===== config.mk =====
export PLATFORM = sky130hd
export DESIGN_NAME = hazard_unit
export DESIGN_NICKNAME = d
export VERILOG_FILES = /design/src/rtl/hazard_pkg.sv /design/src/rtl/hazard_src_decode.sv /design/src/rtl/hazard_unit.sv
export SDC_FILE = /design/constraint.sdc
export NUM_CORES = 1
export LEC_CHECK = 0
export ABC_AREA = 1
export CAP_MARGIN = 20
export CORE_AREA = 2 2 50 61
export DETAILED_ROUTE_END_ITERATION = 10
export DIE_AREA = 0 0 52 63
export GPL_TIMING_DRIVEN = 0
export HOLD_SLACK_MARGIN = 0.02
export PLACE_DENSITY = 0.89
export SYNTH_ARGS = -nofsm -noshare
export SYNTH_HDL_FRONTEND = slang
export SYNTH_HIERARCHICAL = 1
export SYNTH_SLANG_ARGS = --single-unit

===== constraint.sdc =====
create_clock -name clk -period 5.68 [get_ports clk]
set_clock_uncertainty 0.05 [all_clocks]
set_input_delay 1.704 -clock clk [delete_from_list [all_inputs] [get_ports clk]]
set_output_delay 1.704 -clock clk [all_outputs]
set_load 0.01 [all_outputs]

===== src/rtl/hazard_pkg.sv =====
// hazard_pkg: opcode classes, NOP encoding, forwarding select and hazard FSM types
package hazard_pkg;
  localparam logic [4:0] OPC_LUI = 5'b01101;
  localparam logic [4:0] OPC_AUIPC = 5'b00101;
  localparam logic [4:0] OPC_JAL = 5'b11011;
  localparam logic [4:0] OPC_OP = 5'b01100;
  localparam logic [4:0] OPC_STORE = 5'b01000;
  localparam logic [4:0] OPC_BRANCH = 5'b11000;
  localparam logic [31:0] NOP = 32'h0000_0013;
  localparam int FC_W = 3;
  typedef enum logic [1:0] {FWD_RF = 2'b00, FWD_WB = 2'b01, FWD_MEM = 2'b10} fwd_sel_t;
  typedef enum logic [1:0] {RUN, FLUSH, MEM_WAIT} hz_state_t;
endpackage


===== src/rtl/hazard_src_decode.sv =====
// hazard_src_decode: extracts rs1/rs2 from an RV32I instruction and flags which sources are really read
module hazard_src_decode
  import hazard_pkg::*;
#(
  parameter int REG_AW = 5
) (
  input  logic [31:0]       instruction,
  output logic [REG_AW-1:0] rs1,
  output logic [REG_AW-1:0] rs2,
  output logic              rs1_used,
  output logic              rs2_used
);
  logic [4:0] opc;
  logic unused_bits;
  assign opc = instruction[6:2];
  assign rs1 = instruction[15 +: REG_AW];
  assign rs2 = instruction[20 +: REG_AW];
  assign rs1_used = !(opc inside {OPC_LUI, OPC_AUIPC, OPC_JAL});
  assign rs2_used = opc inside {OPC_OP, OPC_STORE, OPC_BRANCH};
  assign unused_bits = ^{instruction[31:25], instruction[14:7], instruction[1:0]};
endmodule


===== src/rtl/hazard_unit.sv =====
// hazard_unit: load-use stall, EX forwarding, redirect flush and mem-busy freeze; HAZARD_STATS_EN adds stall_count/flush_count
module hazard_unit
  import hazard_pkg::*;
#(
  parameter int REG_AW = 5,
  parameter int FLUSH_CYCLES = 2,
  parameter int CNT_W = 16
) (
  input  logic              clk,
  input  logic              rst,
  input  logic [31:0]       if_id_instruction,
  input  logic [REG_AW-1:0] id_ex_rs1,
  input  logic [REG_AW-1:0] id_ex_rs2,
  input  logic [REG_AW-1:0] id_ex_rd,
  input  logic              id_ex_memread,
  input  logic [REG_AW-1:0] ex_mem_rd,
  input  logic [REG_AW-1:0] mem_wb_rd,
  input  logic              ex_mem_regwrite,
  input  logic              mem_wb_regwrite,
  input  logic              ex_redirect,
  input  logic              mem_busy,
  output logic              holdpc,
  output logic              if_id_hold,
  output logic              if_id_flush,
  output logic              id_ex_bubble,
  output logic [1:0]        fwd_a,
  output logic [1:0]        fwd_b
`ifdef HAZARD_STATS_EN
  ,
  output logic [CNT_W-1:0]  stall_count,
  output logic [CNT_W-1:0]  flush_count
`endif
);
  localparam logic [FC_W-1:0] RELOAD = FC_W'(FLUSH_CYCLES - 1);
  hz_state_t state, state_n;
  logic [FC_W-1:0] cnt, cnt_n;
  logic [REG_AW-1:0] rs1, rs2;
  logic rs1_used, rs2_used, load_use, hold, flush, bubble;
  fwd_sel_t sel_a, sel_b;
  hazard_src_decode #(.REG_AW(REG_AW)) u_dec (
    .instruction(if_id_instruction),
    .rs1(rs1),
    .rs2(rs2),
    .rs1_used(rs1_used),
    .rs2_used(rs2_used)
  );
  assign load_use = id_ex_memread && id_ex_rd != '0 &&
                    ((rs1_used && rs1 == id_ex_rd) || (rs2_used && rs2 == id_ex_rd));
  always_comb begin
    state_n = state;
    cnt_n = cnt;
    hold = 1'b0;
    flush = 1'b0;
    bubble = 1'b0;
    if (mem_busy) begin
      hold = 1'b1;
      state_n = MEM_WAIT;
    end else if (ex_redirect) begin
      flush = 1'b1;
      bubble = 1'b1;
      cnt_n = RELOAD;
      state_n = RELOAD != '0 ? FLUSH : RUN;
    end else if (state != RUN && cnt != '0) begin
      flush = 1'b1;
      bubble = 1'b1;
      cnt_n = cnt - FC_W'(1);
      state_n = cnt == FC_W'(1) ? RUN : FLUSH;
    end else begin
      hold = load_use;
      bubble = load_use;
      state_n = RUN;
    end
  end
  always_comb begin
    sel_a = rst ? FWD_RF :
            (ex_mem_regwrite && ex_mem_rd != '0 && ex_mem_rd == id_ex_rs1) ? FWD_MEM :
            (mem_wb_regwrite && mem_wb_rd != '0 && mem_wb_rd == id_ex_rs1) ? FWD_WB : FWD_RF;
    sel_b = rst ? FWD_RF :
            (ex_mem_regwrite && ex_mem_rd != '0 && ex_mem_rd == id_ex_rs2) ? FWD_MEM :
            (mem_wb_regwrite && mem_wb_rd != '0 && mem_wb_rd == id_ex_rs2) ? FWD_WB : FWD_RF;
  end
  assign fwd_a = sel_a;
  assign fwd_b = sel_b;
  assign holdpc = !rst && hold;
  assign if_id_hold = !rst && hold;
  assign if_id_flush = !rst && flush;
  assign id_ex_bubble = !rst && bubble;
  always_ff @(posedge clk) begin
    if (rst) begin
      state <= RUN;
      cnt <= '0;
    end else begin
      state <= state_n;
      cnt <= cnt_n;
    end
  end
`ifdef HAZARD_STATS_EN
  always_ff @(posedge clk) begin
    if (rst) begin
      stall_count <= '0;
      flush_count <= '0;
    end else begin
      if (holdpc && stall_count != '1) stall_count <= stall_count + CNT_W'(1);
      if (if_id_flush && flush_count != '1) flush_count <= flush_count + CNT_W'(1);
    end
  end
`else
  logic [CNT_W-1:0] unused_cnt;
  assign unused_cnt = '0;
`endif
endmodule


==> results of run 1 <==
==> worst max path at each step <==
stage | startpoint | end | slack (ns)
finish | if_id_instruction[3] | if_id_hold | 0.32
CTS | if_id_instruction[3] | if_id_hold | 0.31
global route | if_id_instruction[4] | if_id_hold | 0.13
detailed placement | if_id_instruction[3] | if_id_hold | 0.31
global placement | if_id_instruction[3] | if_id_hold | 0.33
floorplan | if_id_instruction[3] | if_id_hold | 1.28
==> synth_stat cells <==
library cell   n  area (um^2)
a21oi_1        6        30.03
a21oi_2        2        17.52
buf_4         11        82.58
dfxtp_1        5        100.1
ha_1           3        37.54
inv_1         22        82.58
inv_2          8        30.03
nand2_1       44        165.2
nand2_2        1        6.260
nand3_1        9        45.04
nand4_1        1        6.260
nor2_1        23        86.33
nor2_2         2        12.51
nor2_4         1        11.26
nor3_1         3        15.01
o21ai_0        5        25.02
o21ai_1        4        20.02
o21ai_2        1        8.760
o22ai_2        1        12.51
or2_0          1        6.260
xnor2_1        7        61.31
xor2_1        10        87.58
==> registers in the layout (all words and copies together) (netlist names) <==
signal,count
state,2
cnt,3
==> logic make-up (layout without fill, tap and decap cells) <==
logic type / after synthesis / in the layout / share of synthesized area
AND/OR/NAND/NOR: 85 / 85 / 0.3729
buffers and inverters: 41 / 89 / 0.2055
AO/OA/AOI/OAI: 19 / 19 / 0.1199
XOR/XNOR: 17 / 17 / 0.1568
flip-flops: 5 / 5 / 0.1054
adder cells (fa/ha/maj): 3 / 3 / 0.03953
==> area by class of cell <==
| class | instances | area share |
|---|---|---|
| flip-flops and latches | 5 | 0.06861 |
| clock buffers | 4 | 0.01801 |
| multi-input cells | 124 | 0.4485 |
| well taps | 34 | 0.02916 |
| repair buffers | 44 | 0.3019 |
| plain buffers | 11 | 0.05660 |
| inverters | 30 | 0.07719 |
==> metal layers <==
layer  GRT usage  routed length (um)  vias up
met3     0.02153                 134        6
met5           0                   0        -
met2      0.2927                1189       30
li1            -                   -      604
met4     0.06908                  36        0
met1      0.1705                 911      451
==> worst max-delay path, delay by kind of cell <==
kind	cells	cell delay (ns)
buf+inv	3	1.06
simple gates	7	0.71
compound gates	1	0.14
==> power groups by stage <==
| stage | registers (W) | logic, W | clock network, W |
|---|---|---|---|
| after floorplan | 0.0000394 | 0.0000458 | 0 |
| after global placement | 0.0000396 | 0.0000866 | 0 |
| after detailed placement | 0.0000397 | 0.0000886 | 0 |
| after CTS | 0.0000392 | 0.0000890 | 0.0000422 |
| after global routing | 0.0000393 | 0.0000994 | 0.0000456 |
| final | 0.0000392 | 0.0000884 | 0.0000404 |
==> through the flow <==
| step | hold WS (ns) | utilization | power [W] | setup WS [ns] |
|---|---|---|---|---|
| floorplan | 0.4362 | - | 0.00008518 | 1.283 |
| global placement | 0.4668 | 0.5294 | 0.0001262 | 0.3329 |
| detailed placement | 0.4710 | 0.5294 | 0.0001283 | 0.3116 |
| CTS | 0.4967 | 0.5391 | 0.0001704 | 0.3111 |
| global route | 0.5359 | 0.5391 | 0.0001843 | 0.1286 |
| finish | 0.4962 | 0.5391 | 0.0001680 | 0.3150 |
==> metrics.txt, run 1 <==
Die Span Y=around 63 um; FF-to-FF End=cnt[2]; Reg power frac=0.233; post-CTS setup buffers=0; Clk pwr share=0.240; RSZ-0062 raised after global routing=no; initial DRC count=8; CTS resizes=0; largest net degree at the start of global routing=8; fin crit period=5.365 ns; cell area after layout=1459 um^2; Tightest Pin Transition=0.3515 ns; crit path max fanout=3; share of post-route cells with drive strength above 1=0.1376; slew margin rel.=0.7649; count of cell types in the netlist=22; post-DR wirelength/cell=around 9.0 um; syn avg cell area=~5.6 um^2; # setup viols final=0; Final Max Slew Viols=0; Worst setup SP type=input port; final std cells w/o fill=roughly 250; R2R depth=8; area grow syn2layout=53.62%; Sink Count=5; core area=about 2700 um^2; switch share=0.3237; crit path DAT=3.61 ns; WS Path Type=in -> out; max cap viols=0; synthesized instance count=170; Vias/cell=4.329; placed cells=248; Layout fillers=between 200 and 300; vias in the first global route=about 1100; Synth warnings=6; outcome=complete, no violations; most frequent cells in the layout=44 x nand2_1, 44 x clkdlybuf4s50_1, 23 x nor2_1; First-pass DRT Iterations=3; root buf cell=clkbuf_4; R2R Setup Slk=4.34 ns; Seq/Total Area, Yosys=0.1054; Die X=between 50 and 60 um; switching power=0.00005437 W; Clock Latency Late Sink=around 0.24 ns; Cell Area, Placed=around 1400 um^2; crit-path cells=clkdlybuf4s50_1 > or2_0 > nand3_1 > nand2_1 > nor2_1 > nand3_1 > nand2_1 > nand2_2 > a21oi_2 > buf_4 > clkdlybuf4s50_1; H-tree depth=1; Hold EP=cnt[1]; port buffer count=44; clock slew at reported path FFs=about 0.04 ns; Syn Nets=roughly 240; Die ar.=between 3000 and 4000 um^2; Post-CTS Hold Buffers=0; Routed WL=around 2300 um; synthesis-stage register bit count=5; initial antenna violation count=0; cell row count=21; RR Startpoint=cnt[0]; PD cells=~120 nW/um^2; static leakage=0.7338 nW; min-delay worst type=reg -> reg; CP Capture Type=output port; Detail Route Antenna Nets=0; CTS tree=done; WHS Path Cells=2; GRT Total Usage=0.1586; Max VDD drop=approximately 67 uV; Internal=about 0.00011 W; routability cong.=between 0.7 and 0.8; # nets final=between 200 and 300; setup_tns=0 ns; Comb pwr share=0.526; Register Area=100.1 um^2; Slowest cell on crit path=clkdlybuf4s50_1; ant diodes=0; clk buf depth=2; Final period util=0.9445; Final Hold Vio Count=0; drt drc=0; first-pass GRT wire length=roughly 4100 um; vias=1091; dpl hpwl=between 2000 and 2500 um; area of the multi-input gates=654.4 um^2; area of the mapped netlist=949.7 um^2; CTS Buf Count=3; initial core utilization=0.3509; hold path start=cnt[1]; fmax=around 190 MHz; Req. time, crit path=3.93 ns; total gr overflow=0; slowest stage delay, CP=0.51 ns; num ports=between 70 and 80
Power figures use the tool's default switching activity.
==> run 2, diff against run 1 <==
==> constraint.sdc (replaced) <==
create_clock -name clk -period 5.68 [get_ports clk]
set_clock_uncertainty 0.05 [all_clocks]
set_input_delay 1.136 -clock clk [delete_from_list [all_inputs] [get_ports clk]]
set_output_delay 1.136 -clock clk [all_outputs]
set_load 0.01 [all_outputs]
==> results of run 2 <==
Same layout as run 1 (identical final DEF). Status: complete, no violations.
Main changes from that run: setup slack after placement 0.3116 ns -> 1.448 ns; setup slack after layout 0.3150 ns -> 1.451 ns
